## config.mk

```make
export PLATFORM = sky130hd
export DESIGN_NAME = axi_rs_arb
export DESIGN_NICKNAME = d
export VERILOG_FILES = /design/src/rtl/axi_rs_arb.sv
export SDC_FILE = /design/constraint.sdc
export NUM_CORES = 1
export LEC_CHECK = 0
export BUFFER_PORTS_ARGS = -buffer_cell sky130_fd_sc_hd__buf_4
export CELL_PAD_IN_SITES_DETAIL_PLACEMENT = 1
export CELL_PAD_IN_SITES_GLOBAL_PLACEMENT = 1
export CORE_MARGIN = 4
export CORE_UTILIZATION = 30
export CTS_CLUSTER_DIAMETER = 30
export DETAILED_ROUTE_END_ITERATION = 16
export HOLD_SLACK_MARGIN = 0.15
export PLACE_DENSITY = 0.86
export SLEW_MARGIN = 30
export SYNTH_ARGS = -nofsm -noshare
export SYNTH_HDL_FRONTEND = slang
export SYNTH_SLANG_ARGS = --single-unit
```

## constraint.sdc

```tcl
create_clock -name clk -period 2.55 [get_ports clk]
set_clock_uncertainty 0.2 [all_clocks]
set_input_delay 0.255 -clock clk [delete_from_list [all_inputs] [get_ports clk]]
set_output_delay 0.255 -clock clk [all_outputs]
set_load 0.03 [all_outputs]
```

## src/rtl/axi_rs_arb.sv

```systemverilog
// axi_rs_arb: round-robin, packet-locking arbiter that shares one registered valid/ready channel.
// Latency: a request seen in IDLE raises m_ready one cycle later, and s_valid follows one cycle after that; there is one idle arbitration cycle between packets.
// Backpressure: m_ready[grant] is set when the output register is empty or draining, and every other requester sees m_ready=0.
module axi_rs_arb #(
  parameter int DW = 64,
  parameter int IW = 2
) (
  input  logic                   clk,
  input  logic                   rst_n,
  input  logic [(2**IW)*DW-1:0]  m_data,
  input  logic [(2**IW)-1:0]     m_valid,
  input  logic [(2**IW)-1:0]     m_last,
  output logic [(2**IW)-1:0]     m_ready,
  output logic [DW-1:0]          s_data,
  output logic                   s_valid,
  output logic                   s_last,
  output logic [IW-1:0]          s_id,
  input  logic                   s_ready
);

  localparam int N = 2 ** IW;

  typedef enum logic {IDLE, LOCKED} state_t;

  state_t        state;
  logic [IW-1:0] grant;
  logic [IW-1:0] rr_ptr;

  logic [IW-1:0] winner;
  logic [IW-1:0] idx;
  logic          found;
  logic          out_free;
  logic          accept;
  logic [DW-1:0] sel_data;

  // The output register can take a beat when it is empty or draining this cycle.
  assign out_free = !s_valid || s_ready;
  assign accept   = (state == LOCKED) && m_valid[grant] && out_free;
  assign sel_data = m_data[grant*DW +: DW];

  // Pick the first requesting index, scanning from rr_ptr upward with natural IW-bit wrap.
  always_comb begin
    winner = '0;
    found  = 1'b0;
    idx    = '0;
    for (int i = 0; i < N; i++) begin
      idx = rr_ptr + IW'(i);
      if (!found && m_valid[idx]) begin
        winner = idx;
        found  = 1'b1;
      end
    end
  end

  // Only the locked requester can see ready; m_valid is not involved, so there is no valid->ready path.
  always_comb begin
    m_ready = '0;
    if (state == LOCKED) begin
      m_ready[grant] = out_free;
    end
  end

  // Arbitration state, round-robin pointer, and the forward output register.
  always_ff @(posedge clk or negedge rst_n) begin
    if (!rst_n) begin
      state   <= IDLE;
      grant   <= '0;
      rr_ptr  <= '0;
      s_valid <= 1'b0;
      s_data  <= '0;
      s_last  <= 1'b0;
      s_id    <= '0;
    end else begin
      case (state)
        IDLE: begin
          if (found) begin
            grant <= winner;
            state <= LOCKED;
          end
        end
        LOCKED: begin
          // The grant holds until the last beat is taken; the pointer then moves past the finished requester.
          if (accept && m_last[grant]) begin
            state  <= IDLE;
            rr_ptr <= grant + 1'b1;
          end
        end
        default: state <= IDLE;
      endcase

      // A new beat reloads the register even while the old one drains, which keeps full throughput inside a packet.
      if (accept) begin
        s_data  <= sel_data;
        s_last  <= m_last[grant];
        s_id    <= grant;
        s_valid <= 1'b1;
      end else if (s_ready) begin
        s_valid <= 1'b0;
      end
    end
  end

endmodule

```

* Word-level counts from Yosys, hierarchy flattened
Cells that the tools add are included.
** Storage, ports and cells
- Word-level logic and storage cells :: 63
- Memory bits (writable) :: 0
- ROM bits :: 0
- Output and inout bits :: 72
- Latch bits :: 0
- Register bits after elaboration :: 73
- Memories :: 0
** Operators by class
- Bitwise logic cells :: 2
- Multiply operators :: 0
- Div/mod/pow operators :: 0
- Order comparisons :: 6
- Shifts and indexed selects :: 1
- Equality and inequality tests :: 0
- $add $sub $neg :: 4
- Multiplexer cells :: 28
- Reductions and logical operators :: 15
** Operator list (count)
- 256-bit by 9-bit indexed part select with 64-bit output :: 1
- 2-bit by 3-bit < comparator with 1-bit output, second input constant :: 5
- 1-bit two-way mux :: 15
- 1-bit binary-select mux with 2-bit select :: 6
- 2-bit two-way mux :: 4
- 1-bit logical AND :: 7
- 2-bit by 1-bit adder with 2-bit output, second input constant :: 2
- 2-bit adder, second input constant :: 2
- 4-bit bitwise AND :: 1
- 1-bit zero test :: 4
- 4-bit two-way mux :: 1
- 2-bit AND reduction :: 2
- 1-bit demux with 2-bit select :: 1
- 2-bit by 1-bit greater-or-equal comparator with 1-bit output, second input constant :: 1
- 1-bit one-hot mux with 2 select lines :: 1
- 2-bit nonzero test :: 1
- 1-bit logical OR :: 1
- 1-bit NOT :: 1

* Depth between registers and ports, before layout
Gate-level depths: netlist (run 1).
- Depth after elaboration :: 14
- Depth in mapped cells :: 7
- Gate-level depth less buffers :: 4

* Worst setup path after synthesis (run 1)
Ideal clock, no wire load.
- Path kind :: register to register
- Start point :: register grant[0]
- End point :: register s_data[52]
- Stages on the path, launching flop included :: 5
- Data arrival time :: 1.750 ns
- Library setup time :: 0.128 ns
- Data required time :: 2.222 ns
- Path slack :: 0.472 ns
- Buffers on the path :: 2
- Clock period less this slack :: 2.078 ns
- Path through :: dfrtp_1 -> buf_6 -> clkbuf_1 -> mux4_2 -> mux2_1
** Between the ends
- Longest elaborated chain between the ends :: 4
** Ends and longest elaborated chain
- from (decl) :: line 26 : logic [IW-1:0] grant;
- from (signal assigned) :: line 77 : grant <= winner;
- branches (longest 4 deep; another with 256-bit by 9-bit indexed part select with 64-bit output)
- to (signal assigned) :: line 93 : s_data <= sel_data;
- to (decl) :: line 14 : output logic [DW-1:0] s_data,
Parallel ways; which one is timed is not known. The select of a mux whose other input is x is not followed.
A chain may end at the register's enable or synchronous reset.

* Worst setup path in the final report (run 1)
- Start point :: input m_valid[3]
- End point :: register s_data[3]
** Between the ends
- Longest elaborated chain between the ends :: 4
** Ends and longest elaborated chain
- from (decl) :: line 11 : input logic [(2**IW)-1:0] m_valid,
- 1-bit binary-select mux with 2-bit select :: line 38 : assign accept = (state == LOCKED) && m_valid[grant] && out_free;
- 1-bit two-way mux (not written as such) :: line 38
- 1-bit logical AND (2 in a row) :: line 38
No other way between the ends. The select of a mux whose other input is x is not followed.

==> flow_summary_export.csv, run 1 <==
group,metric,value,unit
cts,cts_num_sinks,73,
grt,grt_pass1_vias,4954,
grt,grt_max_degree,72,
grt,gr-total-overflow,0,
setup_path,path_class,"input pin to flop",
placed_design,hpwl,14.6,mm
yosys,ys_seq_area_frac,0.407,
yosys,synth_nets,545,
setup_path,reg2reg_depth,6,
setup_path,cp.arrival,2410,ps
status,status,"complete, no violations",
yosys,synth.distinct_cells,25,
route,num_vias,4227,
route,drtIter0Drc,148,
die,dieArea,17000,µm²
die,fp.dieH,130,µm
timing,slew_viol_final,0,
yosys,yosys_warnings,0,
placed_design,placed_cells,778,
yosys,synth_ff_type,"dfrtp_1",
yosys,netlist_area,4480,µm²
timing,grt_setup_unrepaired,"no",
min_path,hp-class,"input pin to flop",
yosys,asyncSetResetFlopFracSynth,1.00,
setup_path,cp_max_fo,30,
route,drt.antenna.violating_nets,0,
setup_path,rr_endpoint,"grant[1]",
die,io_pins,339,
route,wl_per_cell,22.8,µm
setup_path,cp_data_required_time,2570,ps
route,firstDrtPassIters,4,
route,finalWirelength,19.2,mm
placed_design,gp_congestion,0.832,
grt,grt_usage,0.223,
cts,postCtsSetupBuffers,0,
finish,area_growth,78.7,%
cts,cts.reportedPaths.clkPinSlew,60,ps
finish,final_nets,923,
timing,tightest_slew,648,ps
cts,cts_made_buffers,9,
finish,drive_above_1_share,0.715,
setup_path,start_kind,"input pin",
setup_path,reg2reg_from,"rr_ptr[1]",
cts,htreeDepth,3,
setup_path,crit_start,"m_valid[3]",
finish,final_core_util,0.549,
route,drc_errors,0,
placed_design,portBuffers,338,
timing,timing.hold.ws,152,ps
die,start_util,0.307,
die,core_area,14600,µm²
yosys,synth_area_leaders,"dfrtp_1 (41%), mux4_2 (33%), mux2_2 (10%)",
timing,final_hold_viol_count,0,
die,dieWidth,130,µm
cts,root_buffer,"clkbuf_16",
grt,grt_pass1_wl,28.2,mm
setup_path,slowest_delay,530,ps
grt,antenna_found_initial,1,
job,drv_cap,0,
finish,final_cells,842,
placed_design,place_area,7210,µm²
timing,slew_headroom,0.568,
timing,min_period_over_period,0.939,
setup_path,crit_path_end_kind,"flop",
setup_path,cp.depth,6,
power,power.density,1160,nW/µm²
setup_path,crit_family,"buffers and inverters",
yosys,synth_top_area_cell,"dfrtp_1",
yosys,syn_area_per_cell,16.4,µm²
power,ir_worst_vdd,0.563,mV
timing,setup_violations,0,
setup_path,slowest_stage,"dlygate4sd3_1",
timing,fin_tns_setup,0,ps
timing,min_period,2400,ps
cts,clockBufferDepth,2,
route,viasPerCell,5.02,
setup_path,rrSetupSlack,170,ps
finish,fin_area,8010,µm²
die,fp-row-count,44,
yosys,syn_inst,274,
yosys,ys_seq_elements,73,
yosys,synth_edf_count,0,
timing,max_freq,0.417,GHz
yosys,synth_top_area_frac,0.407,
cts,clkLatencyLatePin,340,ps
setup_path,crit_chain,"dlygate4sd3_1 -> buf_4 -> mux4_2 -> nand3_4 -> buf_12 -> mux2_2",
min_path,hp-start,"m_data[186]",
cts,cts_tree,"built",
setup_path,endpoint,"s_data[3]",
setup_path,timing.critical_path.buf_inv,3,
power,p_leak,3.72,nW
==> kinds of logic (layout without fill, tap and decap cells) <==
logic type	count (synthesis)	after routing	synth area share
mux	134	134	0.502
flops	73	73	0.407
buf+inv	31	414	0.0405
simple gates	18	18	0.0209
compound gates	14	14	0.0181
fa+ha+maj	4	4	0.0112
other cells	0	1	0
==> worst min-delay path, delay by kind of cell <==
kind                   cells  cell delay, ps
multiplexers               2             330
buffers and inverters      1              80
==> layout make-up <==
class | instances | area (µm²)
Sequential cell | 73 | 1830
Antenna cell | 1 | 2.50
Multi-Input combinational cell | 170 | 2480
Tap cell | 184 | 230
Fill cell | 1464 | 6580
Inverter | 6 | 22.5
Clock buffer | 11 | 253
Clock inverter | 5 | 77.6
Timing Repair Buffer | 392 | 3110
==> registers in the layout (all words and copies together), names as in the netlist <==
register,cells
s_valid,1
s_data,64
state,1
grant,2
s_last,1
s_id,2
rr_ptr,2
==> report_power, final <==
group	total, W	internal (W)	switching (W)
logic	0.00566	0.00277	0.00289
registers	0.00220	0.00179	0.000418
clock network	0.00141	0.000907	0.000503
==> cell usage in the layout (no fill, tap or decap), types with 2 or more instances in the layout <==
master and n:
mux4_2 66, bufinv_16 2, o22ai_1 2, dfrtp_1 71
ha_1 4, o21ai_0 6, and3_1 4, nand2_1 8
dlygate4sd3_1 47, mux2_2 40, inv_1 6, clkbuf_16 9
mux2_1 27, clkbuf_8 2, a21oi_1 2, buf_4 341
buf_12 4, clkinv_2 2
==> repair_timing <==
action	4_1_cts	5_1_grt
hold buffers	47	0
setup endpoints to repair	0	1
endpoints found under the hold margin	90	0
gates resized for setup	0	1
==> synthesized netlist by cell type (3+ instances only) <==
cell type	n
and3_1	4
buf_2	7
buf_4	3
buf_6	6
clkbuf_1	9
dfrtp_1	73
ha_1	4
inv_1	6
mux2_1	27
mux2_2	40
mux4_2	66
nand2_1	8
o21ai_0	7
==> metrics by stage <==
step | setup slack, ps | power (W)
floorplan | 472 | 0.00587
global placement | 343 | 0.00761
detailed placement | 272 | 0.00785
CTS | 169 | 0.00937
global route | 76.8 | 0.00979
finish | 154 | 0.00927
==> metal layers <==
metal / vias to the layer above / routed length (µm) / global-route usage
met3: 35 / 1300 / 0.0495
met2: 199 / 10700 / 0.408
met4: 0 / 541 / 0.0929
li1: 1861 / - / -
met5: - / 0 / 0
met1: 2132 / 6700 / 0.249
==> how the worst min path moves through the flow <==
stage | endpoint | slack (ps) | cells past startpoint
3_3_place_gp | s_id[0] | 50 | 1
2_1_floorplan | grant[0] | -240 | 0
4_1_cts | s_data[9] | 150 | 3
5_1_grt | s_data[38] | 160 | 3
3_5_place_dp | s_id[0] | 50 | 1
6_report | s_data[58] | 150 | 3
No activity file was read; power rests on OpenSTA's default activity.
==> run 2, diff against run 1 <==
RECOVER_POWER = 50   (was not set)
==> flow_summary_export.csv, run 2 (synthesis results as in run 1) <==
group,metric,value,unit
status,status,"complete, no violations",
grt,gr-total-overflow,0,
cts,root_buffer,"clkbuf_16",
setup_path,path_class,"input pin to flop",
setup_path,crit_family,"buffers and inverters",
cts,htreeDepth,3,
timing,final_hold_viol_count,0,
route,drt.antenna.violating_nets,0,
cts,clockBufferDepth,2,
setup_path,crit_path_end_kind,"flop",
setup_path,rr_endpoint,"grant[1]",
die,start_util,0.307,
placed_design,gp_congestion,0.832,
cts,cts_num_sinks,73,
die,io_pins,339,
die,fp-row-count,44,
setup_path,slowest_stage,"dlygate4sd3_1",
timing,grt_setup_unrepaired,"no",
timing,min_period,2400,ps
setup_path,reg2reg_depth,6,
die,dieArea,17000,µm²
route,firstDrtPassIters,4,
cts,cts_tree,"built",
placed_design,portBuffers,338,
setup_path,cp_max_fo,30,
power,power,0.00901,W
timing,slew_headroom,0.395,
route,viasPerCell,5.00,
timing,slew_viol_final,0,
placed_design,hpwl,14.6,mm
die,core_area,14600,µm²
finish,layout_common_cells,"buf_4 (303), dfrtp_1 (71), mux4_2 (66), dlygate4sd3_1 (47), mux2_2 (40)",
setup_path,crit_start,"m_valid[3]",
power,netSwitchingFraction,0.422,
setup_path,cp.depth,6,
finish,final_common_cell,"buf_4",
cts,cts_made_buffers,9,
grt,gr-usage-met3,0.0495,
power,p_sw,0.00381,W
finish,area_growth,75.2,%
timing,fin_tns_setup,0,ps
timing,min_period_over_period,0.940,
setup_path,rrSetupSlack,180,ps
setup_path,start_kind,"input pin",
grt,grt_pass1_wl,28.2,mm
min_path,hp-class,"input pin to flop",
die,dieWidth,130,µm
power,combPwrFrac,0.600,
power,p_seq_frac,0.244,
route,num_vias,4210,
setup_path,reg2reg_from,"rr_ptr[1]",
cts,clkLatencyLatePin,340,ps
finish,regMostFlops,"s_data",
grt,antenna_found_initial,1,
setup_path,cp.arrival,2410,ps
setup_path,cp_data_required_time,2560,ps
cts,postCtsSetupBuffers,0,
power,power.density,1150,nW/µm²
power,clkPwrFrac,0.156,
finish,drive_above_1_share,0.659,
grt,grt_usage,0.223,
timing,max_freq,0.417,GHz
route,drtIter0Drc,179,
route,finalWirelength,19.3,mm
cts,cts.reportedPaths.clkPinSlew,60,ps
timing,setup_violations,0,
finish,final_nets,923,
power,p_int,0.00521,W
grt,top_usage_layer,"met2",
grt,use_met1,0.249,
timing,tightest_slew,908,ps
power,p_leak,3.58,nW
grt,met2_usage,0.408,
setup_path,slowest_delay,530,ps
job,drv_cap,0,
power,ir_worst_vdd,0.562,mV
route,wl_per_cell,22.9,µm
route,drc_errors,0,
die,fp.dieH,130,µm
grt,grt_pass1_vias,4954,
setup_path,timing.critical_path.buf_inv,3,
setup_path,crit_chain,"dlygate4sd3_1 -> buf_4 -> mux4_2 -> nand3_4 -> buf_12 -> mux2_2",
finish,largest_reg_flops,64,
grt,grt_max_degree,72,
min_path,hp-start,"m_data[186]",
timing,timing.hold.ws,150,ps
setup_path,endpoint,"s_data[3]",
==> run 2: through the flow <==
step,cells,utilization,area (µm²),setup WS (ps)
global route,842,0.539,7860,76.8
detailed placement,778,0.494,7210,272
finish,842,0.539,7860,154
CTS,841,0.549,8010,169
global placement,778,0.494,7210,343
floorplan,274,-,4480,472
==> run 2: power by group through the flow <==
stage | Sequential [W] | Combinational (W) | Clock, W
finish | 0.00220 | 0.00541 | 0.00141
global route | 0.00228 | 0.00575 | 0.00150
CTS | 0.00220 | 0.00573 | 0.00144
detailed placement | 0.00221 | 0.00564 | 0
global placement | 0.00216 | 0.00545 | 0
floorplan | 0.00319 | 0.00268 | 0
==> run 2: layout make-up <==
cell class                 count  area [µm²]
timing repair buffer         392        2960
clock buffer                  11         253
sequential                    73        1830
tap                          184         230
inverter                       6        22.5
antenna                        1        2.50
multi-input combinational    170        2480
fill                        1487        6730
clock inverter                 5        77.6
==> run 2: worst min path at each step <==
stage	endpoint	cells past startpoint	slack [ps]
after global routing	s_data[38]	3	160
after global placement	s_id[0]	1	50
after CTS	s_data[9]	3	150
after detailed placement	s_id[0]	1	50
after floorplan	grant[0]	0	-240
final	s_data[58]	3	150
==> run 2: tightest hold or removal path: stages <==
cell    delay [ps]
buf_4           80
mux4_2         210
mux2_1         120
==> run 2: what timing repair did <==
action                                  CTS  global route
gates resized for setup                   0             1
hold endpoints to repair                 90             0
hold buffers                             47             0
endpoints found under the setup margin    0             1
==> run 2: routing by layer <==
metal / part of all wire / wire length [µm]
met5: 0 / 0
met4: 0.028 / 538
met3: 0.065 / 1240
met1: 0.35 / 6780
met2: 0.56 / 10700
